===== config.mk =====
export PLATFORM = sky130hd
export DESIGN_NAME = dac_frame_scheduler
export DESIGN_NICKNAME = d
export VERILOG_FILES = /design/src/rtl/dac_frame_scheduler.sv
export SDC_FILE = /design/constraint.sdc
export NUM_CORES = 1
export LEC_CHECK = 0
export ABC_AREA = 1
export BUFFER_PORTS_ARGS = -buffer_cell sky130_fd_sc_hd__buf_2
export CAP_MARGIN = 40
export CORE_UTILIZATION = 45
export DETAILED_ROUTE_END_ITERATION = 8
export MAX_ROUTING_LAYER = met4
export PLACE_DENSITY = 0.73
export SETUP_SLACK_MARGIN = 0.05
export SLEW_MARGIN = 20
export SYNTH_ARGS = -nofsm -noshare
export SYNTH_HDL_FRONTEND = slang
export SYNTH_SLANG_ARGS = --single-unit
export TNS_END_PERCENT = 20

===== constraint.sdc =====
create_clock -name clk -period 4.8 [get_ports clk]
set_input_delay 0.72 -clock clk [delete_from_list [all_inputs] [get_ports clk]]
set_output_delay 0.72 -clock clk [all_outputs]
set_load 0.005 [all_outputs]

===== src/rtl/dac_frame_scheduler.sv =====
// dac_frame_scheduler: round-robin DAC serial port sharing; `define FRAME_CNT_EN adds frame_count
module dac_frame_scheduler #(
  parameter int          NUM_REQ   = 4,
  parameter logic [23:0] CTRL_WORD = 24'h200012,
  parameter int          GAP_CYC   = 6,
  parameter int          LDAC_CYC  = 2
) (
  input  logic                    clk,
  input  logic                    rst,
  input  logic [NUM_REQ-1:0]      req,
  input  logic [24*NUM_REQ-1:0]   cmd,
  input  logic                    clear_request,
  output logic [NUM_REQ-1:0]      ack,
  output logic                    busy,
  output logic                    init_done,
  output logic                    dac_clr_n,
  output logic                    dac_sync_n,
  output logic                    dac_sclk,
  output logic                    dac_din,
  output logic                    dac_ldac_n
`ifdef FRAME_CNT_EN
  ,
  output logic [15:0]             frame_count
`endif
);
  localparam int PW = $clog2(NUM_REQ);
  localparam int MX = (GAP_CYC > 48) ? ((GAP_CYC > LDAC_CYC) ? GAP_CYC : LDAC_CYC)
                                     : ((LDAC_CYC > 48) ? LDAC_CYC : 48);
  localparam int CW = $clog2(MX);
  typedef enum logic [2:0] {INIT, SHIFT, GAP, LDAC, IDLE} state_t;
  state_t            state, state_nxt;
  logic [CW-1:0]     cnt, cnt_nxt;
  logic [23:0]       sreg, sreg_nxt;
  logic [PW-1:0]     rr_ptr, rr_nxt, gnt, gnt_nxt, pick, j;
  logic              hit;
  logic [NUM_REQ-1:0] ack_nxt;
  logic              busy_nxt, init_done_nxt, sync_nxt, sclk_nxt, din_nxt, ldac_nxt;

  // Scan from the far end so the requester closest to rr_ptr wins.
  always_comb begin
    hit  = 1'b0;
    pick = '0;
    j    = '0;
    for (int k = NUM_REQ-1; k >= 0; k--) begin
      j = PW'((int'(rr_ptr) + k) % NUM_REQ);
      if (req[j]) begin
        hit  = 1'b1;
        pick = j;
      end
    end
  end

  always_comb begin
    state_nxt = state;
    cnt_nxt   = cnt + 1'b1;
    sreg_nxt  = sreg;
    rr_nxt    = rr_ptr;
    gnt_nxt   = gnt;
    case (state)
      INIT: begin
        state_nxt = SHIFT;
        cnt_nxt   = '0;
        sreg_nxt  = CTRL_WORD;
      end
      IDLE: if (hit && !clear_request) begin
        state_nxt = SHIFT;
        cnt_nxt   = '0;
        sreg_nxt  = cmd[24*pick +: 24];
        gnt_nxt   = pick;
        rr_nxt    = PW'((int'(pick) + 1) % NUM_REQ);
      end
      SHIFT: begin
        if (cnt[0]) sreg_nxt = {sreg[22:0], 1'b0};
        if (cnt == CW'(47)) begin
          state_nxt = GAP;
          cnt_nxt   = '0;
        end
      end
      GAP: if (cnt == CW'(GAP_CYC-1)) begin
        state_nxt = init_done ? LDAC : IDLE;
        cnt_nxt   = '0;
      end
      LDAC: if (cnt == CW'(LDAC_CYC-1)) begin
        state_nxt = IDLE;
        cnt_nxt   = '0;
      end
      default: state_nxt = INIT;
    endcase
  end

  // Pins are decoded from the next state so the registered outputs line up with state.
  always_comb begin
    busy_nxt      = state_nxt != IDLE;
    init_done_nxt = init_done | (state_nxt == IDLE);
    sync_nxt      = state_nxt != SHIFT;
    sclk_nxt      = state_nxt != SHIFT || !cnt_nxt[0];
    din_nxt       = state_nxt == SHIFT && sreg_nxt[23];
    ldac_nxt      = state_nxt != LDAC;
    ack_nxt       = (state_nxt == LDAC && cnt_nxt == CW'(LDAC_CYC-1)) ? NUM_REQ'(1) << gnt_nxt : '0;
  end

  always_ff @(posedge clk or negedge rst) begin
    if (!rst) begin
      state      <= INIT;
      cnt        <= '0;
      sreg       <= CTRL_WORD;
      rr_ptr     <= '0;
      gnt        <= '0;
      ack        <= '0;
      busy       <= 1'b1;
      init_done  <= 1'b0;
      dac_clr_n  <= 1'b1;
      dac_sync_n <= 1'b1;
      dac_sclk   <= 1'b1;
      dac_din    <= 1'b0;
      dac_ldac_n <= 1'b1;
    end else begin
      state      <= state_nxt;
      cnt        <= cnt_nxt;
      sreg       <= sreg_nxt;
      rr_ptr     <= rr_nxt;
      gnt        <= gnt_nxt;
      ack        <= ack_nxt;
      busy       <= busy_nxt;
      init_done  <= init_done_nxt;
      dac_clr_n  <= ~clear_request;
      dac_sync_n <= sync_nxt;
      dac_sclk   <= sclk_nxt;
      dac_din    <= din_nxt;
      dac_ldac_n <= ldac_nxt;
    end
  end

`ifdef FRAME_CNT_EN
  always_ff @(posedge clk or negedge rst) begin
    if (!rst) frame_count <= '0;
    else if (|ack) frame_count <= frame_count + 16'd1;
  end
`endif
endmodule


==> results.md <==
- Initial Util: ~47%
- Num ports: around 110
- Num CTS Buffers: 5
- Final Critical Period: approximately 2.7 ns
- Int Pwr: about 0.61 mW
- Synth cell types: 35
- NetSw: between 0.3 and 0.4 mW
- Final hold vios: 0
- Initial antenna violation count: 0
- Net Sw Frac: 33.2%
- Max-slew violation count: 0
- Layout area overhead: 21.7%
- Post-synthesis cell area: ~3200 sq um
- CP Launch Type: register
- Detail-routed via count per cell: between 4 and 5
- Final WS setup: roughly 2.1 ns
- Max Root-Sink Buffers: 2
- CP Cell Sequence: o21ai_0, nand2_1, a21boi_0, a21o_1, nand2_2, o21ai_1, inv_1, nand2_1, nor2_1
- Layout cell share with drive strength beyond 1: between 20% and 30%
- Setup violators final: 0
- Fin crit share: a little under three fifths
- Post-CTS Setup Repair Bufs: 0
- Resize count post-CTS: 0
- Most frequent cells in the layout: 178 x nand2_1, 113 x buf_2, 68 x nand3_1, 54 x inv_1, 40 x dfrtp_1
- Chip width: roughly 86 um
- Port bufs: 113
- Clock Power Share: 28.0%
- Vias: approximately 3300
- DRC violation count after routing: 0
- Layout net count: roughly 680
- WP data required: approximately 5.0 ns
- FMAX: about 0.37 GHz
- CTS tree: done
- # hold bufs at CTS: 0
- Cell leakage power: between 2 and 2.5 nW
- Crit-path max FO: 18
- WP data arrival: slightly below 3 ns
- Die area: between 7000 and 8000 sq um
- Cell area power density: roughly 240 nW/um^2
- Global-route wire length before repair: roughly 14000 um
- Maximum number of pins on one net before global-route repair: 50
- Maximum vdd ir drop: about 0.00012 V
- #FFs+latches synth: 48
- Most common cell after layout, fill and taps aside: nand2_1
- Hold Crit Class: in2async
- Slowest-stage cell, CP: dfrtp_1
- Status: finished clean
- Worst-case clock skew: a little under 0.006 ns
- Crit-path most repeated cell: nand2_1
- Worst rel slew slack: 52.0%
- TNS Setup: 0 ns
- Cells after synthesis: approximately 480
- Place WS: approximately 1.9 ns
- Die height: 86.0 um
- Initial drt markers: 157
- Core Rows: 30
- Vias in the first global route: ~3000
- RSZ-0062 raised after global routing: false
- CTS root buffer: clkbuf_8
- DRT Wirelength: roughly 8200 um
- Per-cell routed wire length: roughly 12 um
- Syn_area_per_cell: ~6.7 sq um
- First-pass iteration count of the detailed router: 4
- Clk slew on worst S/H paths: approximately 0.09 ns
- Slew @ Worst Pin: roughly 0.72 ns
- Crit end category: register
- Sequential area share after synthesis: between 30% and 40%
- Logic pwr share: roughly 27%
- # diodes: 0
- Core ar.: roughly 6800 sq um
- Total GRT Usage: between 20% and 30%
- Routed Antenna Nets: 0
- Max Cap Viol: 0
- Later-pin clock latency in the skew report: ~0.30 ns
- Highest cell delay on the worst timing path: between 0.6 and 0.7 ns
- Routability Congestion: between 0.8 and 0.9
- Overflow after GRT: 0
- Seq pwr share: 44.9%
- Setup CP Type: reg2reg
- Syn. warnings: 0
- H-tree Lvls: 2
- Clk sinks: 48
- Net Count, Synth: slightly below 600
- Post-DP HPWL: 6100 um
metal layers:
metal | global-route usage [%] | share of wire [%] | vias up
li1 | - | - | 1721
met1 | 31.4 | 45 | 1501
met3 | 3.27 | 4.2 | 6
met5 | - | 0 | -
met2 | 37.8 | 50 | 90
met4 | 5.76 | 0.93 | 0
power groups by stage:
stage / sequential, mW / clock (mW) / combinational (mW)
after floorplan: 0.418 / 0 / 0.186
after CTS: 0.412 / 0.259 / 0.251
after global placement: 0.420 / 0 / 0.243
final: 0.412 / 0.257 / 0.248
after detailed placement: 0.420 / 0 / 0.251
after global routing: 0.413 / 0.273 / 0.284
worst max-delay path: cells and delay by family, from the launching register on:
family,cells,cell delay (ns)
buffers and inverters,1,0.10
AO/OA/AOI/OAI,4,1.27
AND/OR/NAND/NOR,4,0.60
flip-flops,1,0.64
per-stage QoR:
stage | instances | hold WS [ns] | power, mW | instance area, sq um | utilization [%]
2_1_floorplan | 475 | 0.424 | 0.604 | 3180 | -
3_3_place_gp | 665 | 0.476 | 0.663 | 3740 | 55.0
3_5_place_dp | 667 | 0.480 | 0.670 | 3770 | 55.5
4_1_cts | 675 | 0.345 | 0.923 | 3860 | 56.9
5_1_grt | 675 | 0.359 | 0.970 | 3860 | 56.9
6_report | 675 | 0.335 | 0.917 | 3860 | 56.9
synthesized netlist by cell type, drive strengths merged:
master	number	share of area [%]
o211ai	8	2.0
clkbuf	3	0.35
o22ai	1	0.20
o2111ai	1	0.28
nand3	70	11
ha	2	0.79
a21o	1	0.24
inv	56	6.7
nand3b	3	0.71
nand2	183	22
dfstp	8	6.6
nor3	3	0.47
nand4	4	0.79
a21boi	1	0.24
dfrtp	40	32
or2	1	0.20
nor2	30	3.9
xor2	3	0.83
nor4	2	0.39
xnor2	1	0.28
buf	17	3.8
a21oi	13	2.0
o21ai	24	4.0
state kept, by name (all words and copies together), names as in the netlist:
register and count:
sreg 24, cnt 6, ack 4, state 3, gnt 2, rr_ptr 2
busy 1, dac_clr_n 1, dac_din 1, dac_ldac_n 1, dac_sclk 1, dac_sync_n 1
init_done 1
kinds of logic after synthesis:
logic type / synth area share, %
flip-flops: 38.1
AO/OA/AOI/OAI: 9.06
XOR/XNOR: 1.10
buffers and inverters: 10.9
AND/OR/NAND/NOR: 40.0
adder cells (fa/ha/maj): 0.788
path summary, 6_finish.rpt:
| kind | startpoint | to | slack (ns) | depth (start not counted) |
|---|---|---|---|---|
| setup / recovery | rr_ptr[0] | ack[3] | 2.08 | 9 |
| max in group asynchronous | rst | sreg[4] | 3.91 | 2 |
| hold reg to reg | sreg[7] | sreg[8] | 0.50 | 2 |
| hold / removal | rst | ack[1] | 0.33 | 1 |
| setup reg to reg | rr_ptr[0] | ack[3] | 2.08 | 9 |
| min in group clk | sreg[7] | sreg[8] | 0.50 | 2 |
final cells by class:
cell class,count,area [sq um]
inverter,56,213
clock inverter,2,15.0
multi-input combinational,351,1620
tap,96,120
clock buffer,6,82.6
fill,663,2930
timing repair buffer,116,604
sequential,48,1210
Power figures use the tool's default switching activity.
